==> src/rtl/fft_seq_ctrl.sv <==
// Sequencer for an in-place radix-2 DIT FFT: walks stages and butterflies, emits
// read/twiddle addresses, and delays them through a stall-aware write-back line.
module fft_seq_ctrl #(
  parameter  int LOG2N  = 3,
  parameter  int BF_LAT = 2,
  localparam int SW     = $clog2(LOG2N + 1)
) (
  input  logic             clk,
  input  logic             reset,
  input  logic             start,
  input  logic             stall,
  output logic             busy,
  output logic             done,
  output logic [SW-1:0]    stage,
  output logic             rd_en,
  output logic [LOG2N-1:0] rd_addr_a,
  output logic [LOG2N-1:0] rd_addr_b,
  output logic [LOG2N-2:0] tw_idx,
  output logic             wr_en,
  output logic [LOG2N-1:0] wr_addr_a,
  output logic [LOG2N-1:0] wr_addr_b
);
  localparam int N  = 1 << LOG2N;
  localparam int BW = LOG2N - 1;
  localparam int DW = (BF_LAT > 1) ? $clog2(BF_LAT) : 1;
  localparam logic [BW-1:0] B_LAST = BW'(N / 2 - 1);
  localparam logic [DW-1:0] D_LAST = DW'(BF_LAT - 1);
  localparam logic [SW-1:0] S_LAST = SW'(LOG2N - 1);

  typedef enum logic [1:0] {IDLE, RUN, DRAIN, DONE} state_t;

  state_t                       state;
  logic [BW-1:0]                bcnt;
  logic [DW-1:0]                dcnt;
  logic                         hold;
  logic [BF_LAT-1:0]            vld_pipe;
  logic [BF_LAT-1:0][LOG2N-1:0] pipe_a, pipe_b;
  logic [LOG2N-1:0]             bx, half, lo_mask, addr_a;
  logic [BW-1:0]                tw_full;

  // stall only freezes the frame while it is in flight
  assign hold  = stall & ((state == RUN) | (state == DRAIN));
  assign busy  = (state == RUN) | (state == DRAIN);
  assign done  = (state == DONE);
  assign rd_en = (state == RUN) & ~stall;

  // butterfly b splits into group (b>>s) and offset (b&(h-1)); a zero is
  // inserted at bit s to form the upper-leg address
  always_comb begin
    bx      = LOG2N'(bcnt);
    half    = LOG2N'(1) << stage;
    lo_mask = half - LOG2N'(1);
    addr_a  = ((bx >> stage) << (stage + SW'(1))) | (bx & lo_mask);
    tw_full = BW'((bx & lo_mask) << (S_LAST - stage));
  end

  assign rd_addr_a = rd_en ? addr_a        : '0;
  assign rd_addr_b = rd_en ? addr_a + half : '0;
  assign tw_idx    = rd_en ? tw_full       : '0;

  always_ff @(posedge clk) begin
    if (reset) begin
      state <= IDLE;
      stage <= '0;
      bcnt  <= '0;
      dcnt  <= '0;
    end else begin
      case (state)
        IDLE: if (start) begin
          state <= RUN;
          stage <= '0;
          bcnt  <= '0;
        end
        RUN: if (!stall) begin
          if (bcnt == B_LAST) begin
            state <= DRAIN;
            dcnt  <= '0;
          end else begin
            bcnt <= bcnt + BW'(1);
          end
        end
        // BF_LAT bubbles let the last write of the stage land before the next read
        DRAIN: if (!stall) begin
          if (dcnt == D_LAST) begin
            dcnt <= '0;
            bcnt <= '0;
            if (stage == S_LAST) begin
              state <= DONE;
              stage <= '0;
            end else begin
              state <= RUN;
              stage <= stage + SW'(1);
            end
          end else begin
            dcnt <= dcnt + DW'(1);
          end
        end
        DONE:    state <= IDLE;
        default: state <= IDLE;
      endcase
    end
  end

  always_ff @(posedge clk) begin
    if (reset) begin
      vld_pipe <= '0;
      pipe_a   <= '0;
      pipe_b   <= '0;
    end else if (!hold) begin
      vld_pipe[0] <= rd_en;
      pipe_a[0]   <= rd_addr_a;
      pipe_b[0]   <= rd_addr_b;
      for (int i = 1; i < BF_LAT; i++) begin
        vld_pipe[i] <= vld_pipe[i-1];
        pipe_a[i]   <= pipe_a[i-1];
        pipe_b[i]   <= pipe_b[i-1];
      end
    end
  end

  assign wr_en     = vld_pipe[BF_LAT-1] & ~hold;
  assign wr_addr_a = wr_en ? pipe_a[BF_LAT-1] : '0;
  assign wr_addr_b = wr_en ? pipe_b[BF_LAT-1] : '0;

endmodule

==> config.mk <==
export PLATFORM = sky130hd
export DESIGN_NAME = fft_seq_ctrl
export DESIGN_NICKNAME = d
export VERILOG_FILES = /design/src/rtl/fft_seq_ctrl.sv
export SDC_FILE = /design/constraint.sdc
export NUM_CORES = 1
export LEC_CHECK = 0
export ABC_AREA = 1
export BUFFER_PORTS_ARGS = -buffer_cell sky130_fd_sc_hd__buf_2
export CAP_MARGIN = 20
export CORE_MARGIN = 2
export CORE_UTILIZATION = 48
export DETAILED_ROUTE_END_ITERATION = 6
export PLACE_DENSITY = 0.73
export SETUP_SLACK_MARGIN = 0.2
export SYNTH_ARGS = -nofsm -noshare
export SYNTH_HDL_FRONTEND = slang
export SYNTH_SLANG_ARGS = --single-unit
==> constraint.sdc <==
create_clock -name clk -period 2.87 [get_ports clk]
set_clock_uncertainty 0.2 [all_clocks]
set_input_delay 0.574 -clock clk [delete_from_list [all_inputs] [get_ports clk]]
set_output_delay 0.574 -clock clk [all_outputs]
set_load 0.1 [all_outputs]
==> impl_metrics.json <==
{
  "outcome": "finished, violations left",
  "violations": "negative setup slack",
  "p_switching_mw": 1.01,
  "setup_tns_ns": -0.384,
  "track_usage_pct": 21.0,
  "grt_pass1_wl_um": 4500,
  "cts-buffers-inserted": 3,
  "drtIter0Drc": 27,
  "pre_cts_ws_ns": -0.0270,
  "initial_core_util_pct": 49.9,
  "worstHoldPathType": "register to register",
  "rsz0062_at_grt": "true",
  "fp.coreArea_um2": 2450,
  "endpoint_kind": "output pin",
  "hpwl_um": 2070,
  "critPathLaunchType": "register",
  "internal_power_mw": 0.829,
  "diodes": 0,
  "mostFrequentLayoutCell": "nand2_1",
  "clkSinkCount": 21,
  "avgRoutedWirePerCell_um": 11.2,
  "period_minus_slack_ns": 3.17,
  "vias": 1206,
  "report.power.total_mw": 1.84,
  "gp_congestion": 0.871,
  "ys_warn_count": 0,
  "port_buffers": 23,
  "path_max_fanout": 3,
  "die_area_um2": 2970,
  "drt_wl_total_um": 2730,
  "swShare_pct": 55.0,
  "fin_crit_sh_pct": 110,
  "yosysSeqAreaShare_pct": 34.3,
  "max_cap_violations": 0,
  "synthCells": 180,
  "fmax_mhz": 315,
  "tightest_slew_ns": 0.484,
  "power_density_nw_per_um2": 1060,
  "worstSkewPairLatency_ns": 0.30,
  "peakVddDrop_mv": 0.728,
  "hold_violations": 0,
  "syn_area_per_cell_um2": 6.81,
  "cts.htree.levels": 1,
  "p_seq_share_pct": 23.6,
  "drc": 0,
  "cts_tree": "done",
  "relSlewSlack_pct": 67.9,
  "viasPerCell": 4.94,
  "clkSlewWorstSetupHoldPaths_ns": 0.12,
  "netlist_area_um2": 1220,
  "dieWidth_um": 54.5,
  "syn-num-nets": 195,
  "power_frac_comb_pct": 68.6,
  "synth_seq_cells": 21,
  "clock_path_buffers": 2,
  "io_pins": 24,
  "fin_nets": 230,
  "drive_above_1_share_pct": 39.7,
  "fin_cells": 244,
  "ctsRootBufferMaster": "clkbuf_4",
  "critical_path_arrival_ns": 2.40,
  "grt_remaining_overflow": 0,
  "p_leak_nw": 0.748,
  "area_growth_pct": 41.8,
  "dr.pass1.iters": 4,
  "rows": 18,
  "place_inst": 236,
  "fin_ws_ns": -0.300,
  "ant_nets": 0,
  "clkPwrFrac_pct": 7.8,
  "die_h_um": 54.5,
  "antenna_found_initial": 0,
  "cp.required_ns": 2.10,
  "synth_cell_types": 21,
  "first_global_vias": 1060,
  "setup_viol": 2,
  "grt_start_max_net_pins": 21,
  "final_cell_mix": "nand2_1, inv_1, buf_4, dfxtp_1, a21oi_1",
  "drv_slew": 0,
  "crit_type": "register to output pin"
}
## routing by layer
layer | routed length, um | track usage, % | share of wire [%]
met1 | 1220 | 28.1 | 45
met2 | 1330 | 33.5 | 49
met3 | 118 | 3.01 | 4.3
met5 | 0 | 0 | 0
met4 | 59 | 9.17 | 2.2
## power by group through the flow
| stage | sequential (mW) | combinational, mW | clock, mW |
|---|---|---|---|
| after global routing | 0.443 | 1.39 | 0.159 |
| after floorplan | 0.515 | 0.868 | 0 |
| after detailed placement | 0.434 | 1.16 | 0 |
| final | 0.434 | 1.26 | 0.144 |
| after global placement | 0.430 | 1.13 | 0 |
| after CTS | 0.428 | 1.22 | 0.150 |
## metrics by stage
stage	area, um^2	utilization (%)	hold WS, ns
after floorplan	1370	-	0.241
after global placement	1590	64.9	0.255
after detailed placement	1590	64.9	0.257
after CTS	1700	69.1	0.276
after global routing	1740	70.7	0.297
final	1740	70.7	0.276
## worst paths after layout
check             startpoint  slack [ns]  depth (start not counted)      endpoint
setup / recovery    stage[1]       -0.30                         16  rd_addr_b[2]
hold / removal     pipe_b[1]        0.28                          2     pipe_b[1]
setup reg to reg    stage[1]        0.66                         15     pipe_b[2]
hold reg to reg    pipe_b[1]        0.28                          2     pipe_b[1]
## worst max-delay path, cell delays in order, from the launching register on
cell	delay, ns
dfxtp_4	0.38
inv_4	0.04
ha_4	0.23
inv_2	0.06
nand2_2	0.05
o21ai_2	0.14
ha_2	0.19
inv_2	0.03
fa_2	0.33
inv_2	0.05
nand2_1	0.04
nand2_1	0.08
inv_1	0.04
nand2_1	0.06
nand3_2	0.11
clkinvlp_4	0.10
buf_12	0.16
## logic make-up (layout without fill, tap and decap cells)
group           Yosys count  count (layout)  share of synthesized area, %
compound gates           31              31                          13.3
xor+xnor                  1               1                         0.715
fa+ha+maj                11              11                          11.8
buf+inv                  41              75                          13.5
flops                    21              21                          34.3
simple gates             75              75                          26.4
## layout make-up
| type | count | area, um^2 |
|---|---|---|
| inverter | 37 | 163 |
| tap | 30 | 37.5 |
| timing repair buffer | 34 | 289 |
| fill | 206 | 718 |
| multi-input combinational | 118 | 790 |
| clock buffer | 3 | 22.5 |
| clock inverter | 1 | 5.00 |
| sequential | 21 | 430 |
## state kept, by name (all words and copies together) (netlist names)
register  count
vld_pipe      2
dcnt          1
state         2
pipe_b        6
pipe_a        6
stage         2
bcnt          2
## timing repair
item                       4_1_cts  5_1_grt
buffers inserted                 3        1
pin swaps                        5        5
hold buffers                     0        0
setup endpoints to repair       16       15
resized for setup               19        9
## cells in the mapped netlist
library cell | number | share of area [%]
inv_1 | 32 | 9.8
inv_2 | 5 | 1.5
nor2_2 | 3 | 1.5
buf_2 | 3 | 1.2
o21bai_1 | 1 | 0.61
o21ai_0 | 2 | 0.82
dfxtp_1 | 21 | 34
fa_1 | 1 | 1.6
nor3_1 | 1 | 0.41
nand4_1 | 1 | 0.51
nor2_1 | 20 | 6.1
nand2_2 | 4 | 2.0
o211ai_1 | 2 | 1.2
nand3_1 | 6 | 2.5
ha_1 | 10 | 10
buf_6 | 1 | 0.92
nor3_2 | 2 | 1.6
o21ai_1 | 10 | 4.1
nand2_1 | 38 | 12
a21oi_1 | 16 | 6.5
xnor2_1 | 1 | 0.72
(Power assumes the default switching activity.)
